--- src/rtl/patp_sequencer.sv ---
// Control sequencer for a simple accumulator CPU: fetch/decode/execute FSM
// driving MAR/IR/PC/ALU/ACC load strobes and memory handshakes.
module patp_sequencer (
  input  logic       clk,
  input  logic       rst_n,
  input  logic       run_i,
  input  logic [2:0] ir_op_i,
  input  logic       acc_zero_i,
  input  logic       mem_ready_i,
  output logic       clk_mar_o,
  output logic       mar_src_o,
  output logic       clk_ir_o,
  output logic       clk_pc_o,
  output logic       pc_load_o,
  output logic       mem_rd_o,
  output logic       mem_wr_o,
  output logic       clk_alureg_o,
  output logic       clk_acc_o,
  output logic [1:0] alu_op_o,
  output logic       halted_o,
  output logic [3:0] state_o,
  output logic [7:0] icount_o
);

  localparam int unsigned OP_W = 3;
  localparam int unsigned IC_W = 8;

  localparam logic [OP_W-1:0] OP_LOAD  = 3'b000;
  localparam logic [OP_W-1:0] OP_STORE = 3'b001;
  localparam logic [OP_W-1:0] OP_ADD   = 3'b010;
  localparam logic [OP_W-1:0] OP_SUB   = 3'b011;
  localparam logic [OP_W-1:0] OP_JMP   = 3'b100;
  localparam logic [OP_W-1:0] OP_JEZ   = 3'b101;
  localparam logic [OP_W-1:0] OP_NOP   = 3'b110;
  localparam logic [OP_W-1:0] OP_HALT  = 3'b111;

  typedef enum logic [3:0] {
    ST_IDLE    = 4'd0,
    ST_FETCH_A = 4'd1,
    ST_FETCH_B = 4'd2,
    ST_DECODE  = 4'd3,
    ST_EXEC_B  = 4'd4,
    ST_EXEC_C  = 4'd5,
    ST_HALTED  = 4'd6
  } state_e;

  state_e            state_q, state_d;
  logic [OP_W-1:0]   op_q, op_d;
  logic [IC_W-1:0]   icount_q, icount_d;
  logic              halted_q;
  logic              retire;

  function automatic logic [1:0] alu_dec(input logic [OP_W-1:0] op);
    case (op)
      OP_ADD:  alu_dec = 2'b01;
      OP_SUB:  alu_dec = 2'b10;
      default: alu_dec = 2'b00;
    endcase
  endfunction

  always_ff @(posedge clk) begin
    if (!rst_n) begin
      state_q  <= ST_IDLE;
      op_q     <= OP_LOAD;
      icount_q <= '0;
      halted_q <= 1'b0;
    end else begin
      state_q  <= state_d;
      op_q     <= op_d;
      icount_q <= icount_d;
      halted_q <= (state_d == ST_HALTED);
    end
  end

  // Next state and strobe decode; retire is folded in after the case.
  always_comb begin
    state_d      = state_q;
    op_d         = op_q;
    icount_d     = icount_q;
    retire       = 1'b0;
    clk_mar_o    = 1'b0;
    mar_src_o    = 1'b0;
    clk_ir_o     = 1'b0;
    clk_pc_o     = 1'b0;
    pc_load_o    = 1'b0;
    mem_rd_o     = 1'b0;
    mem_wr_o     = 1'b0;
    clk_alureg_o = 1'b0;
    clk_acc_o    = 1'b0;
    alu_op_o     = 2'b00;

    case (state_q)
      ST_IDLE: begin
        if (run_i) state_d = ST_FETCH_A;
      end
      ST_FETCH_A: begin
        clk_mar_o = 1'b1;
        state_d   = ST_FETCH_B;
      end
      ST_FETCH_B: begin
        mem_rd_o = 1'b1;
        if (mem_ready_i) begin
          clk_ir_o = 1'b1;
          clk_pc_o = 1'b1;
          state_d  = ST_DECODE;
        end
      end
      ST_DECODE: begin
        op_d = ir_op_i;
        case (ir_op_i)
          OP_LOAD, OP_STORE, OP_ADD, OP_SUB: begin
            clk_mar_o = 1'b1;
            mar_src_o = 1'b1;
            state_d   = ST_EXEC_B;
          end
          OP_JMP: begin
            pc_load_o = 1'b1;
            retire    = 1'b1;
          end
          OP_JEZ: begin
            pc_load_o = acc_zero_i;
            retire    = 1'b1;
          end
          OP_NOP:  retire = 1'b1;
          OP_HALT: begin
            state_d  = ST_HALTED;
            icount_d = icount_q + IC_W'(1);
          end
          default: state_d = ST_IDLE;
        endcase
      end
      ST_EXEC_B: begin
        if (op_q == OP_STORE) begin
          mem_wr_o = 1'b1;
          if (mem_ready_i) retire = 1'b1;
        end else begin
          mem_rd_o = 1'b1;
          alu_op_o = alu_dec(op_q);
          if (mem_ready_i) begin
            clk_alureg_o = 1'b1;
            state_d      = ST_EXEC_C;
          end
        end
      end
      ST_EXEC_C: begin
        clk_acc_o = 1'b1;
        alu_op_o  = alu_dec(op_q);
        retire    = 1'b1;
      end
      ST_HALTED: state_d = ST_HALTED;
      default:   state_d = ST_IDLE;
    endcase

    // Instruction boundary: count it and resample run.
    if (retire) begin
      icount_d = icount_q + IC_W'(1);
      state_d  = run_i ? ST_FETCH_A : ST_IDLE;
    end
  end

  assign halted_o = halted_q;
  assign state_o  = 4'(state_q);
  assign icount_o = icount_q;

endmodule
--- config.mk ---
export PLATFORM = sky130hd
export DESIGN_NAME = patp_sequencer
export DESIGN_NICKNAME = d
export VERILOG_FILES = /design/src/rtl/patp_sequencer.sv
export SDC_FILE = /design/constraint.sdc
export NUM_CORES = 1
export LEC_CHECK = 0
export ABC_AREA = 1
export BUFFER_PORTS_ARGS = -buffer_cell sky130_fd_sc_hd__buf_2
export CORE_ASPECT_RATIO = 0.7
export CORE_MARGIN = 2
export CORE_UTILIZATION = 45
export DETAILED_ROUTE_END_ITERATION = 6
export GPL_TIMING_DRIVEN = 0
export PLACE_DENSITY = 0.87
export SLEW_MARGIN = 40
export SYNTH_ARGS = -nofsm -noshare
export SYNTH_HDL_FRONTEND = slang
export SYNTH_SLANG_ARGS = --single-unit
--- constraint.sdc ---
create_clock -name clk -period 1.1 [get_ports clk]
set_input_delay 0.055 -clock clk [delete_from_list [all_inputs] [get_ports clk]]
set_output_delay 0.055 -clock clk [all_outputs]
set_load 0.01 [all_outputs]
==> After elaboration in Yosys (flattened, before gate mapping) <==
Cells that the tools add are included.
W data, S select, Z words.
{ "op_classes": {"add_sub_neg": 1, "mul": 0, "div_mod_pow": 0, "order_cmp": 0, "eq_ne": 17, "shift": 0, "n_mux": 31, "bitwise": 0, "reduce_logical": 7} }
{ "ops": {"columns": ["cell", "n"], "rows": [
  ["$pmux W4 S7", 1],
  ["$mux W8", 3],
  ["$mux W4", 5],
  ["$eq A4 B3 Y1 const B", 4],
  ["$mux W1", 14],
  ["$eq A3 B2 Y1 const B", 4],
  ["$eq A3 B3 Y1 const B", 4],
  ["$add A8 B1 Y8 const B", 1],
  ["$eq A4 B2 Y1 const B", 2],
  ["$pmux W2 S2", 2],
  ["$pmux W4 S2", 1],
  ["$eq A3 B1 Y1 const B", 2],
  ["$pmux W1 S2", 3],
  ["$eq A4 B1 Y1 const B", 1],
  ["$logic_not A4 Y1", 1],
  ["$reduce_bool A2 Y1", 2],
  ["$reduce_or A4 Y1", 1],
  ["$logic_not A3 Y1", 1],
  ["$pmux W1 S3", 1],
  ["$reduce_or A3 Y1", 1],
  ["$mux W2", 1],
  ["$reduce_and A2 Y1", 1]
]} }
{ "word_totals": {"reg_bits": 16, "latchBits": 0, "ram_bits": 0, "mem_bits_ro": 0, "out_inout_bits": 24, "wordCells": 60, "n_memories": 0} }

==> Logic depth before layout (Yosys ltp) <==
Gate-level depths: netlist (run 1).
{ "logic_depth": {"ltp_word": 6, "depth_mapped": 9} }

==> Worst setup path before layout (run 1) <==
OpenSTA, ideal clock, no wires.
{ "synth_path": {"path_kind": "flip-flop to flip-flop", "from": "register state_q[0] (netlist: state_o[0])", "to": "register icount_q[1] (netlist: icount_o[1])", "arrival_ps": 1166, "setup_slack_ps": -181, "stages_incl_launch_ff": 8, "path_buffers": 0, "path_cell_list": "dfxtp_1 > nand2_2 > nor2_2 > nand3_4 > nand3_4 > nand2_1 > nand2_1 > nor2_2"} }
{ "synth_via": {"elab_chain_cells": 4, "elab_cells_between_ends": 8} }
{ "synth_rtl": {"columns": ["item", "line_no", "source"], "rows": [
  ["start, declared", "47", "state_e state_q, state_d;"],
  ["start signal, assigned", "68", "state_q <= state_d;"],
  ["$eq A4 B3 Y1 or $eq A4 B2 Y1 (tied branches)", "92", "case (state_q)"],
  ["$pmux W1 S3", "92", null],
  ["$reduce_bool A2 Y1 (no source line)", null, null],
  ["$reduce_and A2 Y1 (no source line)", null, null],
  ["end signal, assigned", "70", "icount_q <= icount_d;"],
  ["end, declared", "49", "logic [IC_W-1:0] icount_q, icount_d;"]
]} }
Several ways; a longest one is shown, not always the timed one.
A chain may end at the register's enable or synchronous reset.

==> Final worst setup path (run 1) <==
{ "layout_path": {"from": "register state_q[2] (netlist: state_o[2])", "to": "output alu_op_o[0]"} }
{ "layout_via": {"elab_chain_cells": 2, "elab_cells_between_ends": 3} }
{ "layout_rtl": {"columns": ["item", "line_no", "source"], "rows": [
  ["$eq A4 B3 Y1", "92", null],
  ["$pmux W2 S2 (*)", "92", null],
  ["end, declared", "19", "output logic [1:0] alu_op_o,"]
]} }
Every way passes the cells marked *; elsewhere a longest branch is shown, timed or not.

==> implementation parameters, run 1 <==
Parameter                              Value

Run status
  Outcome    finished, violations left
  Violations in the final reports    negative setup slack

Worst setup path
  Endpoint kind of the worst setup timing path    output port
  Reg2Reg Launch Point    state_o[2]$_SDFF_PN0_
  Critical R2R Capture    icount_o[1]$_SDFFE_PN0P_
  Cell with the biggest individual delay on the critical path    sky130_fd_sc_hd__dfxtp_4
  Register-to-register setup slack    -300 ps
  Worst endpoint data arrival time    1420 ps
  Worst path max stage delay    roughly 410 ps
  Critical path start-end classification    flop to output port
  Required time reported for the critical path endpoint    between 1000 and 1500 ps
  Maximum fanout along the worst path    4
  Cell-by-cell listing of the critical path    buf_4 > nand4_1 > nor3_1 > buf_2
  Startpoint type of the worst setup path    flop
  Family with the most delay on the worst path    flip-flops
  Count of cells along the worst register-to-register path    9
  Number of stages on the worst setup path    4
  Worst path bufs/invs    2

Drt
  Total wirelength of the detailed-routed design    3710 um
  DRC violations left    0
  Detailed Routing Iterations Pass 1    4
  Vias per std cell    between 5 and 6
  Routed len/inst    16.4 um
  Iter 0 DRT Violations    between 50 and 60
  Total number of vias    about 1.2k
  Remaining antenna violation count after routing    0

Global route
  Number of global-route vias before repair    around 1.0k
  Overflow left after global routing    0
  Maximum number of pins on one net before global-route repair    11
  Number of antenna violations at the first check in global routing    0
  GRT Overall Usage    about a quarter
  Global-route wire length before repair    between 4000 and 5000 um

Finish
  Area growth from synthesis to layout    60.8%
  Share of post-route cells with drive strength above 1    between 60% and 70%
  Area used by multi-input combinational logic    just under 800 um2
  Fin util    76.5%
  Fill cell count    around 140
  Commonest non-fill, non-tap cell in the layout    sky130_fd_sc_hd__buf_2
  Finished layout cell area    1640 um2
  Antenna cells    0
  Area of all sequential standard cells    340 um2
  Total number of nets in the final design    between 200 and 250
  Commonest non-fill, non-tap cells in the layout    sky130_fd_sc_hd__buf_2, sky130_fd_sc_hd__buf_4, sky130_fd_sc_hd__nand2_1

STA
  Final Setup Violations    26
  Final Worst Setup Slack    -372 ps
  Worst hold margin    between 15 and 20 ps
  Final Hold Fails    0
  Tightest slew margin relative to the limit    roughly 52%
  Post-route clock skew    19.0 ps
  Slew at the pin closest to its max-slew limit    between 700 and 800 ps
  Peak Freq    679 MHz
  Post-route clock period utilization    134%
  Max-slew violation count    0
  RSZ-0062 raised after global routing    yes
  Final min period    1470 ps

Power and ir drop
  Clock Power Share    approximately a third
  Combinational power share    13.2%
  Max rail drop VDD    ~0.45 mV
  Internal portion of total power    775 uW
  Pwr per Cell Area    about 660 nW/um2
  Switching share of total power    about 28%
  Total power    approximately 1.1 mW
  Switching Power    ~300 uW
  Part of the power in registers    between 50 and 60%
  Static Leak    0.733 nW

Floorplan
  Area of the placeable core    between 2000 and 2500 um2
  Initial Util    between 40% and 50%
  Height of the die    43.8 um
  Total I/O pin count    32
  X dimension of the die    60.8 um
  Overall die area    roughly 2700 um2
  Number of rows created at floorplan    14

Yosys
  Most area-hungry cell type in the Yosys netlist    sky130_fd_sc_hd__dfxtp_1
  Seq/Total Area, Yosys    between 30% and 40%
  Synth top area cells    sky130_fd_sc_hd__dfxtp_1, sky130_fd_sc_hd__nand2_1, sky130_fd_sc_hd__nor2_1
  Area of the mapped netlist    around 1000 um2
  Post-Synthesis Cells    about 140
  Flop and latch count out of synthesis    16
  Average size of a mapped cell    between 7 and 8 um2
  Yosys cell types    28
  Syn Nets    146
  Count of synthesis-stage warnings from yosys    0
  Proportion of netlist area held by the largest area contributor    roughly a third

Placement
  Sum of net half-perimeters after detailed placement    between 1500 and 2000 um
  Area of placed instances    around 1300 um2
  Count of input and output buffers    31
  Final estimated routing congestion in global placement    between 0.8 and 0.9
  Pre-CTS worst setup slack    -224 ps

Hold path
  Worst hold path stage count    3
  Beginning of the worst hold path    rst_n
  Worst min-delay path category    input port to flop
  Endpoint of the worst hold path    icount_o[0]$_SDFFE_PN0P_

Clock network
  Count of H-tree levels built during CTS    1
  Clock-pin slew on the worst setup and hold paths    approximately 110 ps
  Inserted Clock Buffers    3
  CTS Root Cell    sky130_fd_sc_hd__clkbuf_4
  Insertion delay to the later sink of the worst-skew pair    310 ps
  Sink Count    16
  Max Buffers Root-to-Sink    2
  Clock tree from TritonCTS    yes

Flow run
  Max-cap violations    0
## power by group through the flow
| stage | registers [mW] | logic [mW] | clock network, mW |
|---|---|---|---|
| after global placement | 0.598 | 0.0865 | 0 |
| after global routing | 0.588 | 0.153 | 0.369 |
| after CTS | 0.585 | 0.112 | 0.343 |
| after floorplan | 0.600 | 0.0507 | 0 |
| after detailed placement | 0.599 | 0.0896 | 0 |
| final | 0.587 | 0.142 | 0.346 |
## metrics by stage
step	setup TNS, ps	std cells
after floorplan	-728	137
after global placement	-1670	200
after detailed placement	-2080	200
after CTS	-4550	217
after global routing	-7650	227
final	-6110	227
## repair_timing
action	in CTS	in global routing
endpoints found under the setup margin	23	27
buffers inserted	11	9
hold endpoints to repair	1	0
gates resized for setup	17	24
pin swaps	7	14
cloned	1	1
hold buffers	1	0
## registers in the layout (all words and copies together), names as in the netlist
| register | flops |
|---|---|
| icount_o | 8 |
| state_o | 4 |
| op_q | 3 |
| halted_o | 1 |
## tightest hold or removal path: cells and delay by family
kind | cells | cell delay (ps)
buffers and inverters | 1 | 130
AND/OR/NAND/NOR | 2 | 100
## synthesized netlist by cell type
cell type,instances
sky130_fd_sc_hd__a21oi_2,6
sky130_fd_sc_hd__conb_1,1
sky130_fd_sc_hd__ha_1,1
sky130_fd_sc_hd__o21ai_0,4
sky130_fd_sc_hd__nand3_1,8
sky130_fd_sc_hd__nand3_4,3
sky130_fd_sc_hd__buf_4,1
sky130_fd_sc_hd__dfxtp_1,16
sky130_fd_sc_hd__xnor2_1,1
sky130_fd_sc_hd__nor2_8,1
sky130_fd_sc_hd__nor2_2,4
sky130_fd_sc_hd__o21ai_1,1
sky130_fd_sc_hd__a211oi_1,2
sky130_fd_sc_hd__inv_1,14
sky130_fd_sc_hd__nor4_1,1
sky130_fd_sc_hd__o22ai_1,1
sky130_fd_sc_hd__a21oi_1,2
sky130_fd_sc_hd__clkbuf_1,1
sky130_fd_sc_hd__o211ai_1,1
sky130_fd_sc_hd__xor2_1,4
sky130_fd_sc_hd__nand2_2,8
sky130_fd_sc_hd__inv_2,4
sky130_fd_sc_hd__nor3_1,2
sky130_fd_sc_hd__nand2_1,23
sky130_fd_sc_hd__nand4_1,8
sky130_fd_sc_hd__nor2_4,3
sky130_fd_sc_hd__nor2_1,15
sky130_fd_sc_hd__nand2_4,1
## layout make-up
type / count / area share, %
multi-input cells: 103 / 47.7
clock buffers: 4 / 1.61
inverters: 18 / 4.74
flip-flops and latches: 16 / 20.8
well taps: 32 / 2.45
repair buffers: 52 / 22.0
plain buffers: 2 / 0.689
## cells by family after synthesis
kind of cell / after synthesis / share of synthesized area, %
flops: 16 / 31.5
compound gates: 17 / 11.4
buf+inv: 20 / 7.75
simple gates: 77 / 43.4
xor+xnor: 5 / 4.30
fa+ha+maj: 1 / 1.23
other cells: 1 / 0.369
## how the worst max path moves through the flow
stage,to,start
after detailed placement,icount_o[0]$_SDFFE_PN0P_,state_o[0]$_SDFF_PN0_
after CTS,mem_rd_o,state_o[3]$_SDFF_PN0_
after floorplan,icount_o[1]$_SDFFE_PN0P_,state_o[0]$_SDFF_PN0_
final,alu_op_o[0],state_o[2]$_SDFF_PN0_
after global routing,alu_op_o[0],state_o[2]$_SDFF_PN0_
after global placement,icount_o[1]$_SDFFE_PN0P_,op_q[2]$_SDFFE_PN0P_
## layer usage
metal  wire, um  up-vias  GRT usage [%]
li1           -      572              -
met3        204       18           5.07
met5          0        -              0
met2       1770       52           39.6
met1       1590      583           33.5
met4        148        0           12.6
Power figures use the tool's default switching activity.
==> run 2: changes to the inputs <==
--- a/config.mk
+++ b/config.mk
@@ -7,12 +7,15 @@
 export LEC_CHECK = 0
 export ABC_AREA = 1
 export BUFFER_PORTS_ARGS = -buffer_cell sky130_fd_sc_hd__buf_2
+export CELL_PAD_IN_SITES_DETAIL_PLACEMENT = 0
+export CELL_PAD_IN_SITES_GLOBAL_PLACEMENT = 1
 export CORE_ASPECT_RATIO = 0.7
 export CORE_MARGIN = 2
-export CORE_UTILIZATION = 45
+export CORE_UTILIZATION = 31
 export DETAILED_ROUTE_END_ITERATION = 6
 export GPL_TIMING_DRIVEN = 0
-export PLACE_DENSITY = 0.87
+export PLACE_DENSITY = 0.85
+export RECOVER_POWER = 100
 export SLEW_MARGIN = 40
 export SYNTH_ARGS = -nofsm -noshare
 export SYNTH_HDL_FRONTEND = slang
==> constraint.sdc (replaced) <==
create_clock -name clk -period 1.1 [get_ports clk]
set_input_delay 0.055 -clock clk [delete_from_list [all_inputs] [get_ports clk]]
set_output_delay 0.055 -clock clk [all_outputs]
set_load 0.005 [all_outputs]
==> implementation parameters, run 2 (synthesized netlist as in run 1, its figures left out) <==
Parameter                              Value

Run status
  Outcome    finished, violations left
  Violations in the final reports    negative setup slack

Drt
  Routed len/inst    13.4 um (-18%)
  Detailed Routing Iterations Pass 1    4 (unchanged)
  Remaining antenna violation count after routing    0 (unchanged)
  Total wirelength of the detailed-routed design    3050 um (-18%)
  Iter 0 DRT Violations    38 (-27%)
  DRC violations left    0 (unchanged)
  Vias per std cell    5.15 (-4.5%)
  Total number of vias    1,170 (-4.5%)

Finish
  Flip-flop count of the largest register, all copies and words added    8 (unchanged)
  Commonest non-fill, non-tap cells in the layout    sky130_fd_sc_hd__buf_2, sky130_fd_sc_hd__nand2_1, sky130_fd_sc_hd__inv_1, sky130_fd_sc_hd__buf_4
  Share of post-route cells with drive strength above 1    61.4% (-0.68 points)
  Antenna cells    0 (unchanged)
  Total number of nets in the final design    199 (-2.9%)
  Fill cell count    295 (+110%)
  Finished layout cell area    1610 um2 (-1.4%)
  Commonest non-fill, non-tap cell in the layout    sky130_fd_sc_hd__buf_2
  Fin util    51.2% (-25 points)
  Filler-free cell count of the finished design    227 (unchanged)
  Area growth from synthesis to layout    58.5%

STA
  Slew at the pin closest to its max-slew limit    682 ps (-32.4 ps)
  Final Setup Violations    24 (-7.7%)
  Tightest slew margin relative to the limit    54.6% (+2.2 points)
  Max-slew violation count    0 (unchanged)
  Post-route clock period utilization    121% (-12 points)
  Post-route clock skew    8.90 ps (-10.1 ps)
  Final min period    1340 ps (-136 ps)
  RSZ-0062 raised after global routing    yes
  Sum of negative setup slack    -3930 ps (+2180 ps)
  Worst hold margin    34.2 ps (+14.7 ps)
  Final Worst Setup Slack    -236 ps (+136 ps)
  Peak Freq    749 MHz (+10%)
  Final Hold Fails    0 (unchanged)

Clock network
  Number of hold-repair buffers added at the cts stage    0 (-1)
  Clock tree from TritonCTS    yes
  Clock-pin slew on the worst setup and hold paths    70 ps (-40 ps)
  Insertion delay to the later sink of the worst-skew pair    250 ps (-60 ps)
  Sink Count    16 (unchanged)
  Inserted Clock Buffers    3 (unchanged)
  CTS Root Cell    sky130_fd_sc_hd__clkbuf_8
  Max Buffers Root-to-Sink    2 (unchanged)
  Count of H-tree levels built during CTS    1 (unchanged)

Worst setup path
  Count of cells along the worst register-to-register path    9 (unchanged)
  Cell-by-cell listing of the critical path    inv_4 > nand2_4 > nor2_4 > nand2_2 > a211oi_2 > buf_2
  Endpoint kind of the worst setup timing path    output port
  Worst endpoint data arrival time    1280 ps (-140 ps)
  Critical R2R Capture    icount_o[0]$_SDFFE_PN0P_
  Register-to-register setup slack    -220 ps (+80 ps)
  Critical path start-end classification    flop to output port
  Family with the most delay on the worst path    flip-flops
  Worst path max stage delay    370 ps (-40 ps)
  Cell with the biggest individual delay on the critical path    sky130_fd_sc_hd__dfxtp_4
  Number of stages on the worst setup path    6 (+2)
  Worst path bufs/invs    2 (unchanged)
  Crit. Startpoint    state_o[3]$_SDFF_PN0_
  Reg2Reg Launch Point    state_o[3]$_SDFF_PN0_
  Maximum fanout along the worst path    4 (unchanged)
  Startpoint type of the worst setup path    flop
  Endpoint of the worst setup timing path    pc_load_o
  Required time reported for the critical path endpoint    1040 ps (about the same)

Floorplan
  Area of the placeable core    3150 um2 (+47%)
  Initial Util    32.3% (-15 points)
  Overall die area    3760 um2 (+41%)
  Height of the die    51.9 um (+19%)
  Total I/O pin count    32 (unchanged)
  X dimension of the die    72.5 um (+19%)
  Number of rows created at floorplan    17 (+3)

Global route
  GRT Overall Usage    16.7% (-8.7 points)
  Number of antenna violations at the first check in global routing    0 (unchanged)
  Maximum number of pins on one net before global-route repair    11 (unchanged)
  Number of global-route vias before repair    1,045 (+3.5%)
  Overflow left after global routing    0 (unchanged)
  Global-route wire length before repair    4820 um (-0.27%)

Placement
  Area of placed instances    1260 um2 (-1.9%)
  Count of placed standard cells including taps    206 (+3.0%)
  Count of input and output buffers    31 (unchanged)
  Final estimated routing congestion in global placement    0.863 (-1.2%)
  Sum of net half-perimeters after detailed placement    2080 um (+6.3%)

Power and ir drop
  Max rail drop VDD    0.348 mV (-23%)
  Static Leak    0.747 nW (+1.8%)
  Pwr per Cell Area    766 nW/um2 (+17%)

Hold path
  Worst min-delay path category    input port to flop

Flow run
  Max-cap violations    0 (unchanged)
## run 2: repair_timing
action	4_1_cts	5_1_grt
gates resized for setup	33	12
setup endpoints to repair	22	26
gates cloned	3	0
buffers inserted	9	5
pin swaps	17	10
## run 2: final cells by class
| cell class | instances | area, um2 | area share, % |
|---|---|---|---|
| Sequential cell | 16 | 340 | 21.1 |
| Inverter | 18 | 80.1 | 4.97 |
| Timing Repair Buffer | 45 | 280 | 17.4 |
| Clock buffer | 4 | 55.1 | 3.41 |
| Buffer | 2 | 11.3 | 0.698 |
| Multi-Input combinational cell | 104 | 798 | 49.5 |
| Tap cell | 38 | 47.5 | 2.95 |
## run 2: through the flow
| step | power, mW | worst slack (ps) |
|---|---|---|
| 2_1_floorplan | 0.654 | -81.5 |
| 3_3_place_gp | 0.689 | -192 |
| 3_5_place_dp | 0.691 | -230 |
| 4_1_cts | 1.23 | -219 |
| 5_1_grt | 1.27 | -321 |
| 6_report | 1.24 | -236 |
## run 2: metal layers
layer  GRT usage (%)  up-vias  part of all wire, %
met3            2.91        8                  6.3
li1                -      570                    -
met2            26.9       34                   46
met5               0        -                    0
met4            6.17        0                  1.6
met1            22.5      558                   46
## run 2: how the worst min path moves through the flow
stage               start                     to  slack [ps]  depth (start not counted)
4_1_cts             run_i  state_o[0]$_SDFF_PN0_          30                          3
2_1_floorplan  ir_op_i[1]              pc_load_o         140                          1
3_5_place_dp        run_i  state_o[0]$_SDFF_PN0_         300                          3
5_1_grt             run_i  state_o[0]$_SDFF_PN0_          50                          3
6_report            run_i  state_o[0]$_SDFF_PN0_          30                          3
3_3_place_gp        run_i  state_o[0]$_SDFF_PN0_         310                          3
## run 2: power by group
group / leakage (nW) / switching, mW / total [mW] / internal (mW)
Sequential: 0.134 / 0.0124 / 0.590 / 0.578
Clock: 0.0288 / 0.221 / 0.539 / 0.318
Combinational: 0.584 / 0.0667 / 0.106 / 0.0397
Total: 0.747 / 0.301 / 1.24 / 0.935
## run 2: worst reg2reg max path: stages, from the launching register on
cell and delay [ps]:
sky130_fd_sc_hd__dfxtp_4 370, sky130_fd_sc_hd__inv_4 80, sky130_fd_sc_hd__nand2_4 60, sky130_fd_sc_hd__nor2_4 130
sky130_fd_sc_hd__buf_4 150, sky130_fd_sc_hd__nand3_4 140, sky130_fd_sc_hd__nand3_4 140, sky130_fd_sc_hd__nand2_1 60
sky130_fd_sc_hd__nand2_1 60, sky130_fd_sc_hd__nor2_1 40
